==> src/rtl/pulse_stretch_pkg.sv <==
// pulse_stretch_pkg: shared types and parameter checks for the pulse stretcher.
//   ps_state_e  - per-channel FSM state (IDLE / HOLD / GAP)
//   cnt_w_ok()  - true when the counter width holds max(STRETCH,GAP)-1
//                 and both lengths are at least 1
package pulse_stretch_pkg;

  typedef enum logic [1:0] {
    IDLE = 2'b00,
    HOLD = 2'b01,
    GAP  = 2'b10
  } ps_state_e;

  function automatic bit cnt_w_ok(input int stretch, input int gap, input int w);
    int mx;
    mx = (stretch > gap) ? stretch : gap;
    return (stretch >= 1) && (gap >= 1) && (w >= 1) && (w < 31) &&
           ((mx - 1) < (1 << w));
  endfunction

endpackage

==> src/rtl/pulse_stretch.sv <==
// pulse_stretch: one channel of the stretcher.
//   clk_i   - stretch clock
//   rst_ni  - async active-low reset
//   req_ni  - request, active-low, synchronous to clk_i
//   out_no  - stretched pulse, active-low, registered
// Optional feature: PULSE_STRETCH_RETRIGGER_EN - a request seen in HOLD
// reloads the stretch counter instead of being dropped.
module pulse_stretch
  import pulse_stretch_pkg::*;
#(
  parameter int STRETCH_LENGTH  = 8,
  parameter int GAP_LENGTH      = 4,
  parameter int COUNT_BIT_WIDTH = 3
) (
  input  logic clk_i,
  input  logic rst_ni,
  input  logic req_ni,
  output logic out_no
);

  localparam logic [COUNT_BIT_WIDTH-1:0] S_RELOAD = COUNT_BIT_WIDTH'(STRETCH_LENGTH - 1);
  localparam logic [COUNT_BIT_WIDTH-1:0] G_RELOAD = COUNT_BIT_WIDTH'(GAP_LENGTH - 1);

  ps_state_e                  state_q, state_d;
  logic [COUNT_BIT_WIDTH-1:0] cnt_q, cnt_d;
  logic                       pend_q, pend_d;
  logic                       out_q, out_d;
  logic                       req;
  logic                       retrig;

  assign req = ~req_ni;

`ifdef PULSE_STRETCH_RETRIGGER_EN
  assign retrig = req;
`else
  assign retrig = 1'b0;
`endif

  always_comb begin
    state_d = state_q;
    cnt_d   = cnt_q;
    pend_d  = pend_q;
    case (state_q)
      IDLE: begin
        if (req) begin
          state_d = HOLD;
          cnt_d   = S_RELOAD;
        end
      end
      HOLD: begin
        // Retrigger wins over the count==0 exit so a request on the last
        // low cycle still extends the pulse.
        if (retrig) begin
          cnt_d = S_RELOAD;
        end else if (cnt_q == '0) begin
          state_d = GAP;
          cnt_d   = G_RELOAD;
          pend_d  = 1'b0;
        end else begin
          cnt_d = cnt_q - 1'b1;
        end
      end
      GAP: begin
        if (cnt_q == '0) begin
          if (pend_q || req) begin
            state_d = HOLD;
            cnt_d   = S_RELOAD;
            pend_d  = 1'b0;
          end else begin
            state_d = IDLE;
          end
        end else begin
          cnt_d = cnt_q - 1'b1;
          if (req) pend_d = 1'b1;
        end
      end
      default: begin
        state_d = IDLE;
        cnt_d   = '0;
        pend_d  = 1'b0;
      end
    endcase
    // Output registered off the next state so the pulse starts on the same
    // edge that samples the request.
    out_d = (state_d != HOLD);
  end

  always_ff @(posedge clk_i or negedge rst_ni) begin
    if (!rst_ni) begin
      state_q <= IDLE;
      cnt_q   <= '0;
      pend_q  <= 1'b0;
      out_q   <= 1'b1;
    end else begin
      state_q <= state_d;
      cnt_q   <= cnt_d;
      pend_q  <= pend_d;
      out_q   <= out_d;
    end
  end

  assign out_no = out_q;

endmodule

==> src/rtl/pulse_stretch_vector.sv <==
// pulse_stretch_vector: SIGNAL_BIT_WIDTH independent pulse stretchers.
//   clk_stretch         - stretch clock
//   reset_n             - async active-low reset
//   signals_n           - request pulses, active-low
//   signals_stretched_n - stretched pulses, active-low, registered
// Optional feature: PULSE_STRETCH_RETRIGGER_EN (see pulse_stretch).
module pulse_stretch_vector
  import pulse_stretch_pkg::*;
#(
  parameter int SIGNAL_BIT_WIDTH = 1,
  parameter int STRETCH_LENGTH   = 8,
  parameter int GAP_LENGTH       = 4,
  parameter int COUNT_BIT_WIDTH  = 3
) (
  input  logic                        clk_stretch,
  input  logic                        reset_n,
  input  logic [SIGNAL_BIT_WIDTH-1:0] signals_n,
  output logic [SIGNAL_BIT_WIDTH-1:0] signals_stretched_n
);

  if (!cnt_w_ok(STRETCH_LENGTH, GAP_LENGTH, COUNT_BIT_WIDTH)) begin : g_bad_param
    $error("pulse_stretch_vector: illegal STRETCH_LENGTH/GAP_LENGTH/COUNT_BIT_WIDTH");
  end

  for (genvar i = 0; i < SIGNAL_BIT_WIDTH; i++) begin : g_ch
    pulse_stretch #(
      .STRETCH_LENGTH (STRETCH_LENGTH),
      .GAP_LENGTH     (GAP_LENGTH),
      .COUNT_BIT_WIDTH(COUNT_BIT_WIDTH)
    ) u_ch (
      .clk_i (clk_stretch),
      .rst_ni(reset_n),
      .req_ni(signals_n[i]),
      .out_no(signals_stretched_n[i])
    );
  end

endmodule

==> config.mk <==
export PLATFORM = sky130hd
export DESIGN_NAME = pulse_stretch_vector
export DESIGN_NICKNAME = d
export VERILOG_FILES = /design/src/rtl/pulse_stretch_pkg.sv /design/src/rtl/pulse_stretch.sv /design/src/rtl/pulse_stretch_vector.sv
export SDC_FILE = /design/constraint.sdc
export NUM_CORES = 1
export LEC_CHECK = 0
export BUFFER_PORTS_ARGS = -buffer_cell sky130_fd_sc_hd__buf_2
export CAP_MARGIN = 15
export CELL_PAD_IN_SITES_DETAIL_PLACEMENT = 0
export CELL_PAD_IN_SITES_GLOBAL_PLACEMENT = 1
export CORE_AREA = 2 2 39 41
export CTS_CLUSTER_DIAMETER = 60
export DETAILED_ROUTE_END_ITERATION = 8
export DIE_AREA = 0 0 41 43
export GPL_ROUTABILITY_DRIVEN = 0
export PLACE_DENSITY = 0.65
export SLEW_MARGIN = 30
export SYNTH_ARGS = -nofsm -noshare
export SYNTH_HDL_FRONTEND = slang
export SYNTH_SLANG_ARGS = --single-unit
==> constraint.sdc <==
create_clock -name clk_stretch -period 3 [get_ports clk_stretch]
set_input_delay 0.3 -clock clk_stretch [delete_from_list [all_inputs] [get_ports clk_stretch]]
set_output_delay 0.3 -clock clk_stretch [all_outputs]
set_load 0.01 [all_outputs]
**Word level (Yosys, flattened, before mapping)**

Index checks and enable logic that the tools add are counted.

- Register bits after elaboration: 7
- Output and inout port bits: 1
- Word-level logic and storage cells: 34
- Bits of input ports: 3

- $add $sub $neg: 1
- Reductions and logical operators: 5
- Bitwise operators: 2
- Muxes and demuxes: 15
- Equality and inequality tests: 7

Operators with widths:

| operator | number |
|---|---|
| $mux 3 | 4 |
| $pmux 3 s3 | 1 |
| $mux 2 | 3 |
| $pmux 2 s3 | 1 |
| $mux 1 | 5 |
| $ne 2x1->1 const B | 2 |
| $reduce_and 4->1 | 1 |
| $logic_not 3->1 | 1 |
| $ne 3x2->1 const B | 1 |
| $ne 3x3->1 const B | 1 |
| $pmux 1 s3 | 1 |
| $sub 3x1->3 const B | 1 |
| $eq 2x1->1 const B | 1 |
| $eq 2x2->1 const B | 1 |
| $logic_not 2->1 | 1 |
| $ne 2x2->1 const B | 1 |
| $not 1->1 | 2 |
| $reduce_and 2->1 | 1 |
| $logic_or 1x1->1 | 1 |

**Logic depth before layout (Yosys ltp)**

- Word-level depth: 6
- Depth in mapped cells: 5
- Gate-level depth less buffers: 5

**Worst setup path before layout**

Ideal clock, no wire load.

- Kind: reg-to-reg
- Start point: reg g_ch[0].u_ch.cnt_q[0]
- End point: reg g_ch[0].u_ch.cnt_q[0]
- Path buffers: 0
- Clock period less this slack: 1,465 ps
- Data arrival time: 1,386 ps
- Cell stages (with the launch flop): 6
- Required time: 2,921 ps
- Library setup time: 79 ps
- Slack: 1,535 ps
- Cell sequence: dfrtp_1 inv_1 ha_1 or3b_4 a21oi_4 mux2i_1

- Cells in the longest elaborated chain, start to end: 3
- Elaborated cells between the ends (all ways): 7
- Classes of those cells: add/sub: 1; eq/ne: 1; mux: 3; reduce/logical: 2

RTL lines:

| element | line | RTL |
|---|---|---|
| start, declared | pulse_stretch.sv:25 | `logic [COUNT_BIT_WIDTH-1:0] cnt_q, cnt_d;` |
| start signal, assigned | pulse_stretch.sv:96 | `cnt_q <= cnt_d;` |
| $sub 3x1->3 / $logic_not 3->1 (equally long branches) | -- |  |
| $mux 3, or another cell as far along | pulse_stretch.sv:64 | `if (cnt_q == '0) begin` |
| $pmux 3 s3 / $reduce_and 2->1 (equally long branches) | -- |  |

Parallel ways exist; a longest one is shown, timed or not.
A chain may end at the register's enable or synchronous reset.

**Final worst setup path**

- Start point: reg g_ch[0].u_ch.cnt_q[0]
- End point: reg g_ch[0].u_ch.cnt_q[1]

Same word-level chain as after synthesis.

==> run_results.csv <==
group,metric,value,unit
floorplanning,io_pins,4,
layout,nets,53,
worst_setup_path,arrival,1740,ps
sta,setup_violations,0,
synth,syn_area,424,µm²
sta,period_share,0.526,
global_route,antenna_found_initial,0,
synth,ys_seq_area_frac,0.416,
sta,worst_slew_pin_slew,349,ps
drt,via_count,324,
synth,synth.distinct_cells,26,
layout,antenna_cells,0,
worst_setup_path,path_cells,"inv_1 -> ha_1 -> or3b_4 -> a21oi_4 -> mux2i_1",
drt,drt_iter0_drc,0,
synth,synthAdderAreaFrac,0.0826,
worst_setup_path,crit_path_end_kind,"flip-flop",
synth,synthXorXnorAreaFrac,0,
global_route,globalRoute.totalOverflow,0,
synth,ys_ff_latch,7,
synth,post_synth.cell_area_avg,10.3,µm²
synth,synth.area.mux_share,0.0472,
floorplanning,dieArea,0.00176,mm²
synth,yosys.area_share.simple,0.159,
sta,hold_violations,0,
synth,yosys_warnings,0,
cts,clk_latency,250,ps
pwr,leakagePower,0.212,nW
layout,final_util,0.352,
cts,htree_levels,1,
worst_setup_path,slowest_delay,410,ps
layout,fill_cells,151,
status,status,"complete, no violations",
drt,totalWireLength,716,µm
cts,clk_path_buf_depth,2,
worst_setup_path,critPathKind,"flip-flop to flip-flop",
synth,syn-num-nets,46,
drt,ant_nets,0,
global_route,first_global_vias,312,
sta,rsz0062_at_grt,"no",
worst_setup_path,start_kind,"flip-flop",
cts,cts_buffers,3,
cts,clk_pin_slew_worst_paths,50,ps
sta,slew_headroom,0.767,
floorplanning,rows,14,
worst_hold_path,hp-class,"primary input to flip-flop",
pwr,vdd_drop_max,280,µV
synth,syn_inst,41,
sta,fmax,634,MHz
floorplanning,dieWidth,41,µm
layout,drive_gt1_frac,0.213,
worst_setup_path,cp.required,3170,ps
floorplanning,initial_core_util,0.307,
layout,area_growth,14.7,%
global_route,grt_max_degree,13,
sta,period_minus_slack,1580,ps
worst_setup_path,path_buf_inv,1,
sta,fin_worst_skew,2.11,ps
cts,cts_resized,0,
drt,viasPerCell,5.14,
floorplanning,coreArea,0.00138,mm²
cts,cts_tree,"done",
global_route,grt_pass1_wl,1220,µm
synth,synth_top_family_by_area,"compound AO/OA/AOI/OAI gates",
sta,drv_slew,0,
drt,wl_per_cell,11.4,µm
floorplanning,die_y,43,µm
cts,clock-sinks,7,
worst_setup_path,slowest_stage,"or3b_4",
synth,synth-compound-area-share,0.239,
drt,drt_pass1_iterations,1,
cts,cts-root-buf,"clkbuf_4",
worst_setup_path,cp_max_fo,5,
place,io_buffers,3,
run,max-cap-violations,0,
pwr,power_density,947,mW/mm²
worst_setup_path,cp_top_family,"simple AND/OR/NAND/NOR gates",
worst_setup_path,reg2reg_slack,1420,ps
sta,fin_tns_setup,0,ps
drt,drc,0,
global_route,gr-usage-all-layers,0.109,
routing by layer:
metal | vias up | track usage | part of all wire
met5 | - | 0 | 0
met3 | 2 | 0.0314 | 0.0070
li1 | 161 | - | -
met2 | 3 | 0.153 | 0.49
met4 | 0 | 0.120 | 0.027
met1 | 158 | 0.115 | 0.47
cell type report:
type	count	area, µm²	share of cell area
timing repair buffer	4	25.0	0.0514
tap	16	20.0	0.0411
clock buffer	4	26.3	0.0540
multi-input combinational	28	224	0.460
inverter	4	15.0	0.0308
sequential	7	176	0.362
power breakdown:
group / internal [mW] / switching (mW) / leakage, nW / total [mW]
Sequential: 0.139 / 0.0432 / 0.0812 / 0.182
Combinational: 0.100 / 0.0935 / 0.116 / 0.194
Clock: 0.0507 / 0.0345 / 0.0150 / 0.0852
kinds of logic after synthesis:
logic type	Yosys count
compound gates	12
fa+ha+maj	3
buf+inv	6
flops	7
mux	2
simple gates	11
registers in the layout, indices dropped and copies added (netlist names):
register and flops:
g_ch.u_ch.cnt_q 3, g_ch.u_ch.state_q 2, g_ch.u_ch.out_no 1, g_ch.u_ch.pend_q 1
cell usage after synthesis, drive strengths merged:
cell,n,share of area
a21boi,1,0.018
a21o,1,0.018
a21oi,2,0.050
a311o,1,0.024
a311oi,1,0.021
and2b,1,0.021
buf,1,0.012
clkbuf,1,0.0088
dfrtp,6,0.35
dfstp,1,0.062
ha,2,0.059
inv,4,0.035
maj3,1,0.024
mux2i,2,0.047
nand2,2,0.018
nand2b,2,0.029
nor2,3,0.027
nor4b,1,0.021
o211a,1,0.024
o211ai,1,0.018
o22ai,2,0.029
o31ai,1,0.018
o32ai,1,0.021
or2b,1,0.018
or3b,1,0.027
repair_timing:
item,4_1_cts,5_1_grt
setup endpoints to repair,0,0
setup buffers,0,0
hold endpoints to repair,6,0
hold buffers,1,0
per-stage QoR:
step / total power, mW / hold WS, ps / setup WS, ps / instances / area (µm²)
after floorplan: 0.342 / 4.41 / 1540 / 41 / 424
after global placement: 0.378 / 145 / 1450 / 58 / 450
after detailed placement: 0.380 / 147 / 1410 / 58 / 450
after CTS: 0.471 / 272 / 1390 / 63 / 487
after global routing: 0.507 / 274 / 1290 / 63 / 487
final: 0.461 / 280 / 1420 / 63 / 487
cell usage in the layout, fill, tap and decap left out:
cell           n
nand2_1        2
clkbuf_1       1
a311oi_1       1
nor2_1         3
a21oi_4        1
o211ai_1       1
o211a_1        1
dfrtp_1        6
inv_1          4
mux2i_1        2
o31ai_1        1
a21oi_1        1
o22ai_1        2
dfstp_2        1
clkbuf_4       3
dlygate4sd3_1  1
and2b_2        1
a21boi_0       1
or2b_1         1
or3b_4         1
maj3_1         1
nor4b_1        1
a311o_1        1
nand2b_1       2
o32ai_1        1
ha_1           2
buf_2          3
a21o_1         1
path summary, 6_finish.rpt:
| path | from | to | cells after the start |
|---|---|---|---|
| setup reg to reg | g_ch[0].u_ch.cnt_q[0] | g_ch[0].u_ch.cnt_q[1] | 5 |
| setup / recovery | g_ch[0].u_ch.cnt_q[0] | g_ch[0].u_ch.cnt_q[1] | 5 |
| max in group asynchronous | reset_n | g_ch[0].u_ch.out_no | 2 |
| hold reg to reg | g_ch[0].u_ch.pend_q | g_ch[0].u_ch.pend_q | 2 |
| min in group asynchronous | reset_n | g_ch[0].u_ch.state_q[1] | 2 |
| hold / removal | signals_n | g_ch[0].u_ch.pend_q | 2 |
(Power assumes the default switching activity.)
